--- config.mk ---
export PLATFORM = sky130hd
export DESIGN_NAME = serial_adder_ctrl
export DESIGN_NICKNAME = d
export VERILOG_FILES = /design/src/rtl/serial_adder_pkg.sv /design/src/rtl/serial_adder_ctrl_full_adder.sv /design/src/rtl/serial_adder_ctrl.sv
export SDC_FILE = /design/constraint.sdc
export NUM_CORES = 1
export LEC_CHECK = 0
export CORE_MARGIN = 8
export CORE_UTILIZATION = 27
export CTS_CLUSTER_DIAMETER = 100
export DETAILED_ROUTE_END_ITERATION = 10
export HOLD_SLACK_MARGIN = 0.03
export RECOVER_POWER = 50
export SKIP_CTS_REPAIR_TIMING = 1
export SYNTH_ARGS = -nofsm -noshare
export SYNTH_HDL_FRONTEND = slang
export SYNTH_SLANG_ARGS = --single-unit
--- constraint.sdc ---
create_clock -name clk -period 1.7 [get_ports clk]
set_clock_uncertainty 0.2 [all_clocks]
set_input_delay 0.255 -clock clk [delete_from_list [all_inputs] [get_ports clk]]
set_output_delay 0.255 -clock clk [all_outputs]
set_load 0.05 [all_outputs]
--- src/rtl/serial_adder_pkg.sv ---
// Shared types and limits for the bit-serial adder controller.
package serial_adder_pkg;
    localparam int MAX_WIDTH = 32;

    typedef enum logic [1:0] {IDLE, RUN, DONE} state_t;
endpackage

--- src/rtl/serial_adder_ctrl_full_adder.sv ---
// One-bit full adder assembled from two half adders; the only datapath cell
// the serial controller reuses for every bit position.
module half_adder (
    input  logic a,
    input  logic b,
    output logic s,
    output logic c
);
    assign s = a ^ b;
    assign c = a & b;
endmodule

module full_adder (
    input  logic a,
    input  logic b,
    input  logic cin,
    output logic s,
    output logic cout
);
    logic w_s1, w_c1, w_c2;

    half_adder u_ha0 (.a(a),    .b(b),   .s(w_s1), .c(w_c1));
    half_adder u_ha1 (.a(w_s1), .b(cin), .s(s),    .c(w_c2));

    assign cout = w_c1 | w_c2;
endmodule

--- src/rtl/serial_adder_ctrl.sv ---
// Bit-serial adder: LSB-first through one shared full-adder cell, with a
// start/busy/done handshake and registered result.
module serial_adder_ctrl
    import serial_adder_pkg::*;
#(
    parameter int WIDTH = 8
) (
    input  logic             clk,
    input  logic             reset_n,
    input  logic             start,
    input  logic [WIDTH-1:0] a,
    input  logic [WIDTH-1:0] b,
    output logic             busy,
    output logic             done,
    output logic [WIDTH-1:0] sum,
    output logic             carry
);
    localparam int CW = $clog2(WIDTH + 1);

    state_t           r_state;
    logic [WIDTH-1:0] r_a, r_b, r_sum;
    logic [CW-1:0]    r_cnt;
    logic             r_cy, r_carry, r_busy, r_done;

    logic             w_s, w_c, w_last;
    logic [WIDTH:0]   w_cat;

    full_adder u_fa (.a(r_a[0]), .b(r_b[0]), .cin(r_cy), .s(w_s), .cout(w_c));

    // New sum bit enters at the MSB; after WIDTH shifts bit 0 sits at sum[0].
    assign w_cat  = {w_s, r_sum} >> 1;
    assign w_last = (r_cnt == CW'(WIDTH - 1));

    always_ff @(posedge clk or negedge reset_n) begin
        if (!reset_n) begin
            r_state <= IDLE;
            r_a     <= '0;
            r_b     <= '0;
            r_sum   <= '0;
            r_cnt   <= '0;
            r_cy    <= 1'b0;
            r_carry <= 1'b0;
            r_busy  <= 1'b0;
            r_done  <= 1'b0;
        end else begin
            case (r_state)
                IDLE: begin
                    if (start) begin
                        r_a     <= a;
                        r_b     <= b;
                        r_sum   <= '0;
                        r_cnt   <= '0;
                        r_cy    <= 1'b0;
                        r_carry <= 1'b0;
                        r_busy  <= 1'b1;
                        r_state <= RUN;
                    end
                end
                RUN: begin
                    r_sum <= w_cat[WIDTH-1:0];
                    r_cy  <= w_c;
                    r_a   <= r_a >> 1;
                    r_b   <= r_b >> 1;
                    r_cnt <= r_cnt + 1'b1;
                    if (w_last) begin
                        r_carry <= w_c;
                        r_busy  <= 1'b0;
                        r_done  <= 1'b1;
                        r_state <= DONE;
                    end
                end
                DONE: begin
                    r_done  <= 1'b0;
                    r_state <= IDLE;
                end
                default: r_state <= IDLE;
            endcase
        end
    end

    assign busy  = r_busy;
    assign done  = r_done;
    assign sum   = r_sum;
    assign carry = r_carry;
endmodule

==> run_results.csv, run 1 <==
group,metric,value,unit
status,status,"finished, final reports clean",
clock_tree,numCtsBuffers,5,
timing,fin_crit_sh,90.61,%
drt,wl_per_cell,13.89,um
drt,drc,0,
placed_design,io_buffers,29,
floorplanning,die_h,90.51,um
yosys,synth_area_leaders,"dfrtp_1 57%, a22o_1 5.8%, a22oi_1 5.0%",
layout,drive_above_1_share,15.24,%
job,maxCapViolCount,0,
worst_setup_path,reg2reg_from,"r_state[0]$_DFFE_PN0P_",
worst_setup_path,crit_path_start_kind,"flip-flop",
worst_setup_path,worst_ep_required_time,1.66,ns
clock_tree,cts_buffer_depth,2,
worst_setup_path,crit_arrival,1.50,ns
placed_design,gp_congestion,0.7075,
global_routing,gr-total-overflow,0,
layout,nNetsFinal,186,
floorplanning,dieArea,8192,sq um
clock_tree,clock_latency,0.28,ns
drt,drt_wl_total,3278,um
min_path,min_to,"r_b[2]$_DFFE_PN0P_",
min_path,hold_path.class,"flip-flop to flip-flop",
global_routing,grt_util_met3,3.491,%
timing,max_freq,649.2,MHz
timing,relSlewSlack,43.72,%
timing,period_needed,1.540,ns
yosys,avgSynthCellArea,11.53,sq um
drt,drtIter0Drc,60,
worst_setup_path,rr_endpoint,"busy$_DFFE_PN0P_",
global_routing,grt_use_met1,10.67,%
clock_tree,clockRootBuffer,"clkbuf_8",
clock_tree,htreeDepth,2,
global_routing,grt_pass1_vias,1193,
drt,via_per_inst,4.691,
floorplanning,io_pins,30,
yosys,synth_cell_type_count,29,
drt,first_pass_iters,4,
placed_design,place_ws,-0.01110,ns
worst_setup_path,reg2regPathDepth,4,
timing,hold_viol,0,
yosys,netlist_area,1499,sq um
timing,rsz0062_at_grt,"false",
timing,finalMaxSlewViolations,0,
floorplanning,core-area,5439,sq um
global_routing,grt_pass1_wl,5733,um
global_routing,antenna_found_initial,0,
yosys,ys.flop_type,"dfrtp_1",
layout,diodes,0,
worst_setup_path,endpoint_kind,"flip-flop",
yosys,synthArstFlopShare,100.0,%
yosys,yosysWarnings,0,
power,powerDensity,1650,nW/um^2
placed_design,placedCellCount,230,
min_path,hp-start,"r_b[2]$_DFFE_PN0P_",
worst_setup_path,path_class,"flip-flop to flip-flop",
worst_setup_path,reg2reg_slack,0.16,ns
layout,final_cells,236,
drt,vias,1107,
floorplanning,initial_core_util,27.56,%
timing,worst_pin_slew,0.8442,ns
clock_tree,cts_tree,"done",
floorplanning,num_rows,27,
power,leakage,0.9459,nW
global_routing,gr-usage-met2,12.85,%
yosys,synth_edf_count,0,
placed_design,detailedPlacementHpwl,2315,um
clock_tree,cts.sinks,34,
layout,final.fill_count,549,
global_routing,track_usage,8.573,%
timing,setup_viol,0,
floorplanning,die_w,90.51,um
power,power,3.306,mW
yosys,yosysTopAreaCell,"dfrtp_1",
yosys,ys_seq_area_share,56.76,%
clock_tree,clk_pin_slew,0.06,ns
min_path,hold_depth,2,
global_routing,grt_max_degree,35,
timing,worst_slack,0.1596,ns
layout,syn_to_final_growth,33.72,%
yosys,synth.top_cell.area_share,56.76,%
power,vdd_ir_drop_max,0.6746,mV
yosys,synth_cells,130,
worst_setup_path,worst-path-max-fanout,15,
drt,drtAntennaViolNets,0,
global_routing,busiest_layer,"met2",
yosys,synth-seq-cells,34,
yosys,synth_fp_nets,151,
## state kept, by name (all words and copies together) (netlist names)
register	count
sum	8
busy	1
carry	1
r_a	8
done	1
r_state	2
r_b	8
r_cy	1
r_cnt	4
## critical path: stages (launching register included)
cell and delay [ns]:
dfrtp_1 0.47, buf_4 0.26, inv_1 0.13, nor3_1 0.27
nor2_1 0.09
## Yosys cell counts, types with 2 or more instances
cell type  count
a21oi_1        4
a22o_1        10
a22oi_1       10
a32o_1         2
buf_4          3
buf_6          5
dfrtp_1       34
mux2i_1        4
nand2_1       18
nor2_1         2
nor2b_1        3
o21ai_0        4
o21ai_1       15
## where the power goes
part | internal (mW) | leakage [nW] | switching [mW] | total [mW]
sequential | 1.09 | 0.437 | 0.232 | 1.32
clock | 0.312 | 0.0431 | 0.264 | 0.576
combinational | 0.659 | 0.466 | 0.754 | 1.41
## logic make-up (layout without fill, tap and decap cells)
family	after synthesis	in the layout	synth area share (%)
DFF	34	34	56.76
adders and majority gates	2	2	2.170
AOI/OAI and AO/OA	48	48	22.04
buffers and inverters	11	45	6.092
muxes	5	5	3.422
and+or+nand+nor	30	30	9.516
## how the worst max path moves through the flow
stage,from,end,slack [ns]
finish,r_state[0]$_DFFE_PN0P_,busy$_DFFE_PN0P_,0.16
global route,r_state[0]$_DFFE_PN0P_,busy$_DFFE_PN0P_,0.04
CTS,r_state[0]$_DFFE_PN0P_,busy$_DFFE_PN0P_,0.15
detailed placement,start,r_a[3]$_DFFE_PN0P_,-0.01
global placement,start,r_b[7]$_DFFE_PN0P_,0.01
floorplan,r_cnt[0]$_DFFE_PN0P_,carry$_DFFE_PN0P_,0.33
## layout by cell type, fill, tap and decap left out, drive strengths merged, types with 2 or more instances in the layout
cell	netlist	final
buf	9	14
a22oi	10	10
dlymetal6s2s	0	4
nor2	2	2
a22o	10	10
a32o	2	2
nor2b	4	4
o21ai	19	19
mux2i	4	4
clkdlybuf4s50	0	17
nand2	18	18
a21oi	4	4
dfrtp	34	34
clkbuf	1	8
## metal layers
metal	wire, um	vias to the layer above
li1	-	540
met1	1581	534
met2	1481	27
met3	167	6
met4	46	0
met5	0	-
## through the flow
step,TNS [ns],utilization [%],area (sq um),hold WS (ns)
final,0,36.85,2004,0.2845
after floorplan,0,-,1499,-0.2406
after detailed placement,-0.01110,36.44,1982,0.2747
after CTS,0,37.96,2064,0.1652
after global routing,0,36.85,2004,0.3127
after global placement,0,36.44,1982,0.2656
## area by class of cell
class | count | area (sq um) | area share (%)
clock buffer | 6 | 82.58 | 4.120
tap | 72 | 90.09 | 4.494
inverter | 1 | 3.754 | 0.1873
multi-input combinational | 85 | 556.8 | 27.78
timing repair buffer | 38 | 420.4 | 20.97
sequential | 34 | 850.8 | 42.45
Power figures use the tool's default switching activity.
==> run 2: changes to the inputs <==
--- a/config.mk
+++ b/config.mk
@@ -6,10 +6,11 @@
 export NUM_CORES = 1
 export LEC_CHECK = 0
 export CORE_MARGIN = 8
-export CORE_UTILIZATION = 27
+export CORE_UTILIZATION = 50
 export CTS_CLUSTER_DIAMETER = 100
 export DETAILED_ROUTE_END_ITERATION = 10
 export HOLD_SLACK_MARGIN = 0.03
+export PLACE_DENSITY = 0.78
 export RECOVER_POWER = 50
 export SKIP_CTS_REPAIR_TIMING = 1
 export SYNTH_ARGS = -nofsm -noshare
==> run_results.csv, run 2 (same netlist as run 1, synthesis figures left out) <==
group,metric,value,unit
power,powerDensity,1671,nW/um^2
floorplanning,die_w,70.75,um
min_path,hold_depth,1,
placed_design,gp_congestion,0.8154,
clock_tree,clk_pin_slew,0.10,ns
timing,finalMaxSlewViolations,0,
timing,setup_viol,0,
layout,drive_above_1_share,19.16,%
drt,drc,0,
placed_design,placedCellCount,194,
timing,fin_crit_sh,87.47,%
layout,final_cells,200,
drt,wl_per_cell,15.54,um
worst_setup_path,worst-path-max-fanout,18,
worst_setup_path,endpoint_kind,"flip-flop",
clock_tree,htreeDepth,2,
floorplanning,io_pins,30,
clock_tree,clock_latency,0.33,ns
power,vdd_ir_drop_max,0.8122,mV
placed_design,detailedPlacementHpwl,2356,um
clock_tree,cts_buffer_depth,2,
power,leakage,0.9071,nW
global_routing,grt_pass1_vias,1182,
clock_tree,cts_tree,"done",
min_path,hp-start,"r_b[7]$_DFFE_PN0P_",
global_routing,track_usage,13.65,%
drt,drt_wl_total,3108,um
worst_setup_path,critPathSlowestCell,"dfrtp_1",
worst_setup_path,cpPeakStageDelay,0.39,ns
worst_setup_path,crit_buf_inv,2,
drt,vias,1127,
timing,setup_tns,0,ns
power,power,3.250,mW
clock_tree,numCtsBuffers,5,
worst_setup_path,reg2regPathDepth,5,
clock_tree,cts.sinks,34,
min_path,min_to,"r_b[7]$_DFFE_PN0P_",
drt,first_pass_iters,4,
timing,relSlewSlack,45.48,%
worst_setup_path,reg2reg_slack,0.21,ns
layout,syn_to_final_growth,29.72,%
global_routing,grt_pass1_wl,5409,um
timing,worst_pin_slew,0.8179,ns
layout,mostFrequentLayoutCells,"34 x dfrtp_1, 18 x nand2_1, 17 x clkdlybuf4s50_1",
placed_design,io_buffers,29,
floorplanning,initial_core_util,50.76,%
layout,diodes,0,
timing,max_freq,672.5,MHz
job,maxCapViolCount,0,
global_routing,gr-total-overflow,0,
worst_setup_path,path_delay_family,"buffers and inverters",
min_path,hold_path.class,"flip-flop to flip-flop",
floorplanning,num_rows,20,
worst_setup_path,crit_arrival,1.55,ns
floorplanning,die_h,70.75,um
floorplanning,dieArea,5006,sq um
status,status,"finished, final reports clean",
layout,register_area,850.8,sq um
drt,via_per_inst,5.635,
worst_setup_path,path_common_cell,"buf_4",
worst_setup_path,reg2reg_from,"r_state[0]$_DFFE_PN0P_",
drt,drtAntennaViolNets,0,
timing,rsz0062_at_grt,"false",
layout,nNetsFinal,189,
global_routing,grt_max_degree,35,
global_routing,antenna_found_initial,0,
drt,drtIter0Drc,42,
layout,final_common_cell,"dfrtp_1",
timing,hold-worst-slack,0.3048,ns
timing,period_needed,1.487,ns
worst_setup_path,worst_ep_required_time,1.76,ns
worst_setup_path,path_class,"flip-flop to flip-flop",
worst_setup_path,crit_path_start_kind,"flip-flop",
timing,hold_viol,0,
worst_setup_path,path_cells,"buf_4 > o21bai_4 > buf_4 > nand2_1 > o21ai_1",
floorplanning,core-area,2953,sq um
layout,final.fill_count,245,
clock_tree,clockRootBuffer,"clkbuf_4",
worst_setup_path,rr_endpoint,"r_cnt[3]$_DFFE_PN0P_",
layout,multiInputGateArea,556.8,sq um
run 2: cell types whose count changed in the layout (fill, tap and decap cells not counted):
cell,delta
clkbuf_4,+5
clkbuf_8,-5
dlymetal6s2s_1,-4
clkbuf_2,+3
buf_12,+2
buf_4,+2
run 2: worst max path at each step:
stage               cells past startpoint                    to                    from
finish                                  5  r_cnt[3]$_DFFE_PN0P_  r_state[0]$_DFFE_PN0P_
global route                            5  r_cnt[3]$_DFFE_PN0P_  r_state[0]$_DFFE_PN0P_
CTS                                     5    r_a[6]$_DFFE_PN0P_  r_state[0]$_DFFE_PN0P_
detailed placement                      5    r_a[3]$_DFFE_PN0P_                   start
global placement                        4    sum[1]$_DFFE_PN0P_                   start
floorplan                               3     carry$_DFFE_PN0P_    r_cnt[0]$_DFFE_PN0P_
run 2: layout make-up:
cell class,instances,area share (%)
clock buffers,6,2.638
multi-input cells,85,28.64
flip-flops and latches,34,43.76
inverters,1,0.1931
repair buffers,41,22.65
well taps,33,2.124
run 2: power by group:
part	internal (mW)	leakage, nW	switching [mW]
logic	0.721	0.440	0.773
registers	1.08	0.437	0.243
clock network	0.186	0.0302	0.244
run 2: stage by stage:
stage | setup slack, ns | instance area, sq um | utilization, %
after detailed placement | -0.03343 | 1956 | 66.23
after CTS | 0.2110 | 2007 | 67.97
after global routing | 0.1148 | 1944 | 65.85
final | 0.2130 | 1944 | 65.85
after global placement | 0.03266 | 1956 | 66.23
after floorplan | 0.3332 | 1499 | -
run 2: metal layers:
layer / vias up / track usage (%) / part of all wire [%] / routed length, um
met5: - / 0 / 0 / 0
met3: 3 / 7.062 / 5.9 / 184
li1: 546 / - / - / -
met2: 29 / 22.25 / 49 / 1520
met1: 549 / 15.00 / 44 / 1370
met4: 0 / 4.388 / 1.0 / 32
